`config.mk`:
```
export PLATFORM = sky130hd
export DESIGN_NAME = trap_sequencer_flat
export DESIGN_NICKNAME = d
export VERILOG_FILES = /design/src/rtl/trap_sequencer_if.sv /design/src/rtl/trap_sequencer.sv /design/src/flat_wrapper.sv
export SDC_FILE = /design/constraint.sdc
export NUM_CORES = 1
export LEC_CHECK = 0
export CAP_MARGIN = 20
export CORE_MARGIN = 8
export CORE_UTILIZATION = 50
export CTS_CLUSTER_SIZE = 25
export DETAILED_ROUTE_END_ITERATION = 8
export GPL_TIMING_DRIVEN = 0
export PLACE_DENSITY = 0.84
export SKIP_LAST_GASP = 1
export SYNTH_ARGS = -nofsm -noshare
export SYNTH_HDL_FRONTEND = slang
export SYNTH_SLANG_ARGS = --single-unit
```
`constraint.sdc`:
```
create_clock -name clk -period 14.9 [get_ports clk]
set_input_delay 2.98 -clock clk [delete_from_list [all_inputs] [get_ports clk]]
set_output_delay 2.98 -clock clk [all_outputs]
set_load 0.01 [all_outputs]
```
`src/rtl/trap_sequencer_if.sv`:
```
// CSR access bus between the writeback/decode side of the core and the trap sequencer.
// The master drives the write/address side and samples the combinational read data.
interface trap_sequencer_if #(
    parameter int XLEN = 32
) ();
    logic            csr_we;
    logic [11:0]     csr_addr;
    logic [XLEN-1:0] csr_wdata;
    logic [XLEN-1:0] csr_rdata;

    modport master (output csr_we, output csr_addr, output csr_wdata, input csr_rdata);
    modport slave  (input csr_we, input csr_addr, input csr_wdata, output csr_rdata);
endinterface

```
`src/rtl/trap_sequencer.sv`:
```
// Machine-mode trap / MRET / WFI sequencer for the 5-stage RV32 core.
// Owns mstatus, mie, mtvec, mepc and mcause; drives the hazard-unit stall/redirect controls.
module trap_sequencer #(
    parameter int              XLEN      = 32,
    parameter logic [XLEN-1:0] MTVEC_RST = 32'h0001_0000
) (
    input  logic                   clk,
    input  logic                   rst,
    input  logic                   pipe_stall_i,
    input  logic                   exe_valid,
    input  logic [XLEN-1:0]        exe_next_pc,
    input  logic                   mret_i,
    input  logic                   wfi_i,
    input  logic                   ext_irq,
    input  logic                   tmr_irq,
    trap_sequencer_if.slave        csr_bus,
    output logic                   csr_stall,
    output logic                   csr_control,
    output logic                   csr_ret,
    output logic [XLEN-1:0]        redirect_pc
);
    localparam logic [11:0] A_MSTATUS = 12'h300;
    localparam logic [11:0] A_MIE     = 12'h304;
    localparam logic [11:0] A_MTVEC   = 12'h305;
    localparam logic [11:0] A_MEPC    = 12'h341;
    localparam logic [11:0] A_MCAUSE  = 12'h342;
    localparam logic [11:0] A_MIP     = 12'h344;

    typedef enum logic [1:0] {IDLE, TRAP, RET, WFI_WAIT} state_e;

    state_e          state_q, state_d;
    logic            mie_q, mie_d, mpie_q, mpie_d;
    logic            meie_q, meie_d, mtie_q, mtie_d;
    logic [XLEN-1:0] mtvec_q, mtvec_d, mepc_q, mepc_d, mcause_q, mcause_d;
    logic [XLEN-1:0] wfi_pc_q, wfi_pc_d;

    logic            pend, do_trap;
    logic [XLEN-1:0] trap_pc, trap_cause;
    logic            unused_lsbs;

    assign unused_lsbs = ^{csr_bus.csr_wdata[1:0], exe_next_pc[1:0], wfi_pc_q[1:0]};

    assign pend       = (ext_irq & meie_q) | (tmr_irq & mtie_q);
    assign trap_cause = (ext_irq & meie_q) ? {1'b1, {(XLEN-5){1'b0}}, 4'hB}
                                           : {1'b1, {(XLEN-5){1'b0}}, 4'h7};

    always_comb begin
        state_d  = state_q;
        mie_d    = mie_q;
        mpie_d   = mpie_q;
        meie_d   = meie_q;
        mtie_d   = mtie_q;
        mtvec_d  = mtvec_q;
        mepc_d   = mepc_q;
        mcause_d = mcause_q;
        wfi_pc_d = wfi_pc_q;
        do_trap  = 1'b0;
        trap_pc  = exe_next_pc;

        // Software writes first; hardware trap/MRET updates below override them.
        if (csr_bus.csr_we && !pipe_stall_i) begin
            case (csr_bus.csr_addr)
                A_MSTATUS: begin
                    mie_d  = csr_bus.csr_wdata[3];
                    mpie_d = csr_bus.csr_wdata[7];
                end
                A_MIE: begin
                    meie_d = csr_bus.csr_wdata[11];
                    mtie_d = csr_bus.csr_wdata[7];
                end
                A_MTVEC: mtvec_d = {csr_bus.csr_wdata[XLEN-1:2], 2'b00};
                A_MEPC:  mepc_d  = {csr_bus.csr_wdata[XLEN-1:2], 2'b00};
                default: ;
            endcase
        end

        case (state_q)
            IDLE: begin
                if (exe_valid && !pipe_stall_i) begin
                    if (pend && mie_q) begin
                        do_trap = 1'b1;
                    end else if (mret_i) begin
                        mie_d   = mpie_q;
                        mpie_d  = 1'b1;
                        state_d = RET;
                    end else if (wfi_i && !pend) begin
                        wfi_pc_d = exe_next_pc;
                        state_d  = WFI_WAIT;
                    end
                end
            end
            TRAP, RET: begin
                if (!pipe_stall_i) state_d = IDLE;
            end
            WFI_WAIT: begin
                // Wake on any enabled pending source; only trap if globally enabled.
                if (pend) begin
                    if (mie_q) begin
                        do_trap = 1'b1;
                        trap_pc = wfi_pc_q;
                    end else begin
                        state_d = IDLE;
                    end
                end
            end
            default: state_d = IDLE;
        endcase

        if (do_trap) begin
            mepc_d   = {trap_pc[XLEN-1:2], 2'b00};
            mcause_d = trap_cause;
            mpie_d   = mie_q;
            mie_d    = 1'b0;
            state_d  = TRAP;
        end
    end

    always_ff @(posedge clk) begin
        if (rst) begin
            state_q  <= IDLE;
            mie_q    <= 1'b0;
            mpie_q   <= 1'b0;
            meie_q   <= 1'b0;
            mtie_q   <= 1'b0;
            mtvec_q  <= MTVEC_RST;
            mepc_q   <= '0;
            mcause_q <= '0;
        end else begin
            state_q  <= state_d;
            mie_q    <= mie_d;
            mpie_q   <= mpie_d;
            meie_q   <= meie_d;
            mtie_q   <= mtie_d;
            mtvec_q  <= mtvec_d;
            mepc_q   <= mepc_d;
            mcause_q <= mcause_d;
        end
        wfi_pc_q <= wfi_pc_d;
    end

    assign csr_stall   = (state_q == WFI_WAIT);
    assign csr_control = (state_q == TRAP);
    assign csr_ret     = (state_q == RET);

    always_comb begin
        redirect_pc = '0;
        if (state_q == TRAP)     redirect_pc = mtvec_q;
        else if (state_q == RET) redirect_pc = mepc_q;
    end

    always_comb begin
        csr_bus.csr_rdata = '0;
        case (csr_bus.csr_addr)
            A_MSTATUS: csr_bus.csr_rdata = {{(XLEN-8){1'b0}}, mpie_q, 3'b000, mie_q, 3'b000};
            A_MIE:     csr_bus.csr_rdata = {{(XLEN-12){1'b0}}, meie_q, 3'b000, mtie_q, 7'b0};
            A_MTVEC:   csr_bus.csr_rdata = mtvec_q;
            A_MEPC:    csr_bus.csr_rdata = mepc_q;
            A_MCAUSE:  csr_bus.csr_rdata = mcause_q;
            A_MIP:     csr_bus.csr_rdata = {{(XLEN-12){1'b0}}, ext_irq, 3'b000, tmr_irq, 7'b0};
            default:   csr_bus.csr_rdata = '0;
        endcase
    end
endmodule

```
`src/flat_wrapper.sv`:
```
// flat-port wrapper written by rule: the top's interface ports become plain ports
module trap_sequencer_flat 
#(
    parameter int              XLEN      = 32,
    parameter logic [XLEN-1:0] MTVEC_RST = 32'h0001_0000
)
  (clk, rst, pipe_stall_i, exe_valid, exe_next_pc, mret_i, wfi_i, ext_irq, tmr_irq, csr_stall, csr_control, csr_ret, redirect_pc, csr_bus_csr_we, csr_bus_csr_addr, csr_bus_csr_wdata, csr_bus_csr_rdata);
  trap_sequencer_if #(.XLEN(XLEN)) csr_bus_i ();
  input  logic clk;
  input  logic rst;
  input  logic pipe_stall_i;
  input  logic exe_valid;
  input  logic [XLEN-1:0] exe_next_pc;
  input  logic mret_i;
  input  logic wfi_i;
  input  logic ext_irq;
  input  logic tmr_irq;
  output logic csr_stall;
  output logic csr_control;
  output logic csr_ret;
  output logic [XLEN-1:0] redirect_pc;
  input wire logic [$bits(csr_bus_i.csr_we)-1:0] csr_bus_csr_we;
  input wire logic [$bits(csr_bus_i.csr_addr)-1:0] csr_bus_csr_addr;
  input wire logic [$bits(csr_bus_i.csr_wdata)-1:0] csr_bus_csr_wdata;
  output wire logic [$bits(csr_bus_i.csr_rdata)-1:0] csr_bus_csr_rdata;
  assign csr_bus_i.csr_we = csr_bus_csr_we;
  assign csr_bus_i.csr_addr = csr_bus_csr_addr;
  assign csr_bus_i.csr_wdata = csr_bus_csr_wdata;
  assign csr_bus_csr_rdata = csr_bus_i.csr_rdata;
  trap_sequencer #(.XLEN(XLEN), .MTVEC_RST(MTVEC_RST)) u_core (.clk(clk), .rst(rst), .pipe_stall_i(pipe_stall_i), .exe_valid(exe_valid), .exe_next_pc(exe_next_pc), .mret_i(mret_i), .wfi_i(wfi_i), .ext_irq(ext_irq), .tmr_irq(tmr_irq), .csr_bus(csr_bus_i), .csr_stall(csr_stall), .csr_control(csr_control), .csr_ret(csr_ret), .redirect_pc(redirect_pc));
endmodule
```
Yosys cells after proc, flatten, opt, wreduce, memory -nomap -nowiden. Cells that the tools add are included.

Register bits: 130. Output and inout port bits: 67. Logic and storage cells: 90.

Bitwise gates (word level): 5. Reduce and logical (&&, ||, !) cells: 17. Multiplexer cells: 37. Eq/ne operators: 21.

Operator list (number): $mux 32 (8); $pmux 32 s6 (1); $eq 12x10->1 const B (6); $mux 1 (18); $mux 2 (7); $reduce_and 6->1 (2); $ne 3x2->1 const B (3); $ne 2x2->1 const B (3); $ne 3x1->1 const B (2); $pmux 2 s3 (1); $reduce_and 2->1 (3); $reduce_and 5->1 (1); $eq 2x2->1 const B (2); $logic_and 1x1->1 (4); $mux 4 (1); $ne 2x1->1 const B (2); $ne 4x2->1 const B (1); $reduce_bool 2->1 (2); $reduce_or 2->1 (2); $ne 3x3->1 const B (1); $and 1x1->1 (2); $eq 2x1->1 const B (1); $logic_not 1->1 (2); $logic_not 2->1 (1); other kinds (3) (4).

Longest topological paths before layout.
Word-level depth: 10. Depth in mapped cells: 8.

Worst setup path before layout. OpenSTA, ideal clock, no wires.

Kind: in2out. From: input port csr_bus_csr_addr[5]. To: output port csr_bus_csr_rdata[10]. Cell stages on the path: 6. Setup slack: 7.626 ns. Buffers on the path: 2. Required time: 11.920 ns. Arrival: 4.294 ns. Path through: or4_4 > nor3_4 > and2_1 > buf_6 > buf_6 > a22o_1.

Cells in the longest elaborated chain, start to end: 2. Elaborated cells between the ends (all ways): 7.

Ends and longest elaborated chain: from (decl) (line flat_wrapper.sv:23) `input wire logic [$bits(csr_bus_i.csr_addr)-1:0] csr_bus_csr_addr;`; $eq 12x10->1 (line trap_sequencer.sv:153) `case (csr_bus.csr_addr)`; $pmux 32 s6 (*) (line trap_sequencer.sv:153); to (decl) (line flat_wrapper.sv:25) `output wire logic [$bits(csr_bus_i.csr_rdata)-1:0] csr_bus_csr_rdata;`.

Mark *: on every way between the ends. The rest lies on a longest branch, timed or not.

Final worst setup path.
From: input port csr_bus_csr_addr[10]. To: output port csr_bus_csr_rdata[13].

The elaborated chain is that of the path after synthesis.

==> metrics.md <==
| Metric | Value |
|---|---|
| Async set or reset register ratio after synthesis | 0% |
| Slowest stage delay, CP | 560 ps |
| Die Area | 13800 um2 |
| Buf/Inv on CP | 4 |
| Maxcap violations | 0 |
| Most used cell, CP | clkdlybuf4s50_1 |
| Max Slew Vio Count | 0 |
| Final Non-Filler Cells | 860 |
| Initial DRT Pass Iterations | 5 |
| Inst Count DP | 844 |
| N_diodes | 0 |
| Critical Path Sink Type | primary output |
| CTS tree | built |
| Clock transition at path regs | 100 ps |
| Pwr dens | 79.5 nW/um2 |
| Post-synth EDFFs | 30 |
| Most frequent cells in the layout | nand2_1, clkdlybuf4s50_1, dfxtp_1 |
| Via count | 5139 |
| WL final | 17600 um |
| Cell count of the worst reg-to-reg path | 7 |
| Post-CTS Resized | 0 |
| Post-CTS Setup Bufs | 0 |
| Clock Sinks | 99 |
| Die H | 118 um |
| Crit path arrival time | 5520 ps |
| Post-Synthesis Cell Area | 5150 um2 |
| Number of I/O port buffers | 143 |
| Share of cells above drive strength 1 | 10.1% |
| Startpoint types | input port |
| F_max | 118 MHz |
| Post-synth top flop | dfxtp_1 |
| DP Wirelength | 13200 um |
| Leakage | 0.00246 uW |
| Synth unique cells | 45 |
| Root Buffer Master | clkbuf_8 |
| Grt ovf | 0 |
| Hold Crit Depth | 2 |
| Area growth syn-to-layout | 35.7% |
| Die Width | 118 um |
| WL per Instance | 20.5 um |
| Hold_sp | u_core.mcause_q[1] |
| Clock Skews | 9.42 ps |
| CORE AREA | 10200 um2 |
| Worst hold path type | flop to flop |
| Seq/Total Area, Yosys | 44.3% |
| RSZ-0062 raised after global routing | no |
| Number of global-route vias before repair | 5283 |
| GRT Resource Usage Total | 25.0% |
| Commonest non-fill, non-tap cell in the layout | nand2_1 |
| Status | finished, final reports clean |
| Worst R2R End | u_core.mepc_q[13] |
| DRT iter0 DRCs | 523 |
| Crit-path cells | clkdlybuf4s50_1 > nand4bb_1 > nor3b_4 > and3_1 > buf_4 > buf_6 > a22o_1 > clkdlybuf4s50_1 |
| Reg2Reg Launch Point | u_core.state_q[0] |
| Setup TNS | 0 ps |
| Maximum VDD drop | 0.0505 mV |
| Max Root-Sink Buffers | 2 |
| Final Hold Vio Count | 0 |
| Initial Util | 50.6% |
| Slowest cell on the critical path | clkdlybuf4s50_1 |
| Synth warn | 0 |
| Cts hold-fix bufs | 0 |
| CTS Buf Count | 9 |
| CP max FO | 10 |
| Global-route wire length before repair | 28100 um |
| Required time of the critical path | 11920 ps |
| CTS H-tree lvls | 3 |
| Row cnt | 37 |
| DRC | 0 |
| Pin count of the biggest net entering global routing | 18 |
| Flops & latches, synth | 99 |
| Final min period | 8500 ps |
| R2R setup slack | 12810 ps |
| Skew-Pair Late Insertion Delay | 370 ps |
| Antenna violations before repair | 0 |
| Syn Area/Cell | 9.20 um2 |
| Post-DR vias/cell | 5.98 |
| CP top delay family | buffers and inverters |
| Setup CP Type | input port to primary output |
| Synthesized instance count | 560 |
| Slew margin rel. | 46.2% |
| Worst Hold End | u_core.mcause_q[1] |
| Ports | 152 |
| Routed Antenna Nets | 0 |
| Final net count | 809 |
| Routability cong. | 0.887 |
| # setup viols final | 0 |
| Slew @ Worst Pin | 800 ps |
| Period utilisation layout | 57.0% |
[how the worst max path moves through the flow]
stage	from	end	slack (ps)	depth (start not counted)
after global placement	ext_irq	u_core.wfi_pc_q[14]	5620	3
after global routing	csr_bus_csr_addr[9]	csr_bus_csr_rdata[13]	6240	8
final	csr_bus_csr_addr[10]	csr_bus_csr_rdata[13]	6400	8
after CTS	csr_bus_csr_addr[9]	csr_bus_csr_rdata[13]	6410	8
after floorplan	csr_bus_csr_addr[5]	csr_bus_csr_rdata[10]	7630	6
after detailed placement	csr_bus_csr_addr[9]	csr_bus_csr_rdata[13]	6440	8
[layer usage]
metal / routed length [um] / vias up / track usage (%) / share of wire [%]
li1: - / 2340 / - / -
met1: 7010 / 2439 / 30.0 / 40
met2: 8320 / 323 / 41.5 / 47
met3: 1840 / 37 / 6.91 / 10
met4: 455 / 0 / 10.4 / 2.6
met5: 0 / - / 0 / 0
[tightest hold or removal path: stages, from the launching register on]
cell     delay, ps
dfxtp_1        330
nor2_1          40
nor2_1          70
[final cells by class]
class | instances | area (um2)
Sequential cell | 99 | 2280
Buffer | 50 | 304
Timing Repair Buffer | 147 | 1460
Tap cell | 136 | 170
Inverter | 3 | 11.3
Clock buffer | 11 | 151
Clock inverter | 5 | 45.0
Fill cell | 822 | 3200
Multi-Input combinational cell | 409 | 2560
[registers in the layout (all words and copies together), names as in the netlist]
| signal | flops |
|---|---|
| u_core.wfi_pc_q | 30 |
| u_core.mtvec_q | 30 |
| u_core.mepc_q | 30 |
| u_core.mcause_q | 3 |
| u_core.mpie_q | 1 |
| u_core.mtie_q | 1 |
| u_core.state_q | 2 |
| u_core.meie_q | 1 |
| u_core.mie_q | 1 |
[cells by family after synthesis]
kind of cell / count (synthesis) / synth area share [%]
and+or+nand+nor: 203 / 17.9
AOI/OAI and AO/OA: 164 / 23.6
DFF: 99 / 44.3
buffers and inverters: 53 / 6.12
muxes: 35 / 6.80
adders and majority gates: 5 / 1.21
other: 1 / 0.0728
[where the power goes]
group	total [uW]	switching, uW	internal [uW]
sequential	286	3.36	283
clock	173	100	72.4
combinational	96.5	58.2	38.3
[cells in the mapped netlist, drive strengths merged (2+ instances only)]
cell | count | area, um2
nand2 | 158 | 593
dfxtp | 69 | 1380
a21oi | 61 | 305
mux2i | 35 | 350
o21ai | 33 | 165
a221oi | 31 | 409
edfxtp | 30 | 901
clkbuf | 27 | 101
a22o | 26 | 236
buf | 23 | 203
nor2 | 8 | 37.5
nand3 | 6 | 30.0
a22oi | 5 | 37.5
ha | 5 | 62.6
nor3 | 5 | 36.3
and3 | 4 | 30.0
a31oi | 3 | 18.8
inv | 3 | 11.3
nand3b | 3 | 22.5
nand4 | 3 | 33.8
nor2b | 3 | 18.8
a221o | 2 | 20.0
and2 | 2 | 12.5
and3b | 2 | 17.5
nor3b | 2 | 26.3
[through the flow]
stage	setup slack [ps]	hold WS [ps]	utilization, %	total power (uW)	instance area (um2)
after floorplan	7630	432	-	335	5150
final	6400	475	68.6	556	6990
after CTS	6410	478	68.6	553	6990
after global routing	6240	500	68.6	575	6990
after detailed placement	6440	458	66.7	386	6790
after global placement	5620	443	66.3	382	6760
Power figures use the tool's default switching activity.
==> variant: new RTL, same settings <==
The 4 states of `state_e` get a one-hot encoding in 4 bits.
--- a/src/rtl/trap_sequencer.sv
+++ b/src/rtl/trap_sequencer.sv
@@ -27,5 +27,5 @@
     localparam logic [11:0] A_MIP     = 12'h344;
 
-    typedef enum logic [1:0] {IDLE, TRAP, RET, WFI_WAIT} state_e;
+    typedef enum logic [3:0] {IDLE = 4'b0001, TRAP = 4'b0010, RET = 4'b0100, WFI_WAIT = 4'b1000} state_e;
 
     state_e          state_q, state_d;
Check against the original RTL: same outputs for any inputs over 4 cycles, from zero or initial values and one cycle with rst high; so few cycles prove little.
==> variant against the original RTL <==
  * Final area up 4.9%
  * Setup slack worse by 0.48 ns
  * Worst hold slack worse by 0.0012 ns
  * Area after synthesis up 6.1%
  * Routed wire length up 15%
  * Sequential cell count up 2
  * Power up 1.4%
  * Via count up 13%
  * Critical endpoint is now csr_bus_csr_rdata[3]
  * Largest cell class unchanged
==> variant: results <==
{
  "status": "completed",
  "grtUsageMet1_pct": 33.46,
  "cp.arrival_ns": 6.00,
  "area_share_clock_buf_inv_pct": 2.918,
  "n_all_buffers": 218,
  "synthTopCellsByArea": "dfxtp_1, edfxtp_1, a22o_1, o32a_1, a21oi_1",
  "layout.nets": 839,
  "crit_path_start": "csr_bus_csr_addr[0]",
  "yosys.area_share.adder_pct": 0,
  "grt_pass1_wl_mm": 31.28,
  "hpwl_mm": 15.00,
  "reg2reg_slack_ns": 11.82,
  "n_all_inverters": 2,
  "avgSynthCellArea_um2": 9.185,
  "r2r_cells": 6,
  "powerClk_uw": 199,
  "p_comb_uw": 76.1,
  "clk_latency_ns": 0.39,
  "fin_util_pct": 68.23,
  "regArea_um2": 2322,
  "endpoint": "csr_bus_csr_rdata[3]",
  "synthMuxAreaShare_pct": 1.099,
  "p_int_uw": 416.9,
  "synth.yosys.seq_area_share_pct": 42.49,
  "wl_met3_mm": 2.444,
  "drive_gt1_share_pct": 7.246,
  "wl_met1_mm": 7.883,
  "gp_congestion": 0.9376,
  "use_met3_pct": 8.578,
  "p_switching_uw": 146.8,
  "synth_seq_cells": 101,
  "met2_length_mm": 9.430,
  "netlist_top_cells_count": "dfxtp_1, nand2_1, a21oi_1",
  "synth_xor_area_share_pct": 0.1603,
  "power.leakage_nw": 2.280,
  "grt_max_degree": 17,
  "r2r_start": "u_core.state_q[0]",
  "synth_compound_area_share_pct": 26.97,
  "multi_input_cells": 422
}
## variant: cell count changes in the layout (fill, tap and decap cells not counted), sizes merged, moves of 24 or more
| cell | change |
|---|---|
| o32a | +30 |
| nand3 | +29 |
| mux2i | -29 |
| nand3b | +28 |
| a22o | +30 |
| o21ai | -28 |
| nor4 | +34 |
| clkbuf | +24 |
| o22ai | +31 |
| nand2 | -89 |
| a221oi | -31 |
## variant: how the worst min path moves through the flow
stage	startpoint	end	slack, ns	cells after the start
floorplan	u_core.mcause_q[3]	u_core.mcause_q[3]	0.44	2
global placement	u_core.mcause_q[3]	u_core.mcause_q[3]	0.45	2
detailed placement	u_core.mcause_q[3]	u_core.mcause_q[3]	0.46	2
CTS	u_core.mcause_q[3]	u_core.mcause_q[3]	0.47	2
global route	u_core.mtvec_q[4]	u_core.mtvec_q[4]	0.50	2
finish	u_core.mcause_q[3]	u_core.mcause_q[3]	0.47	2
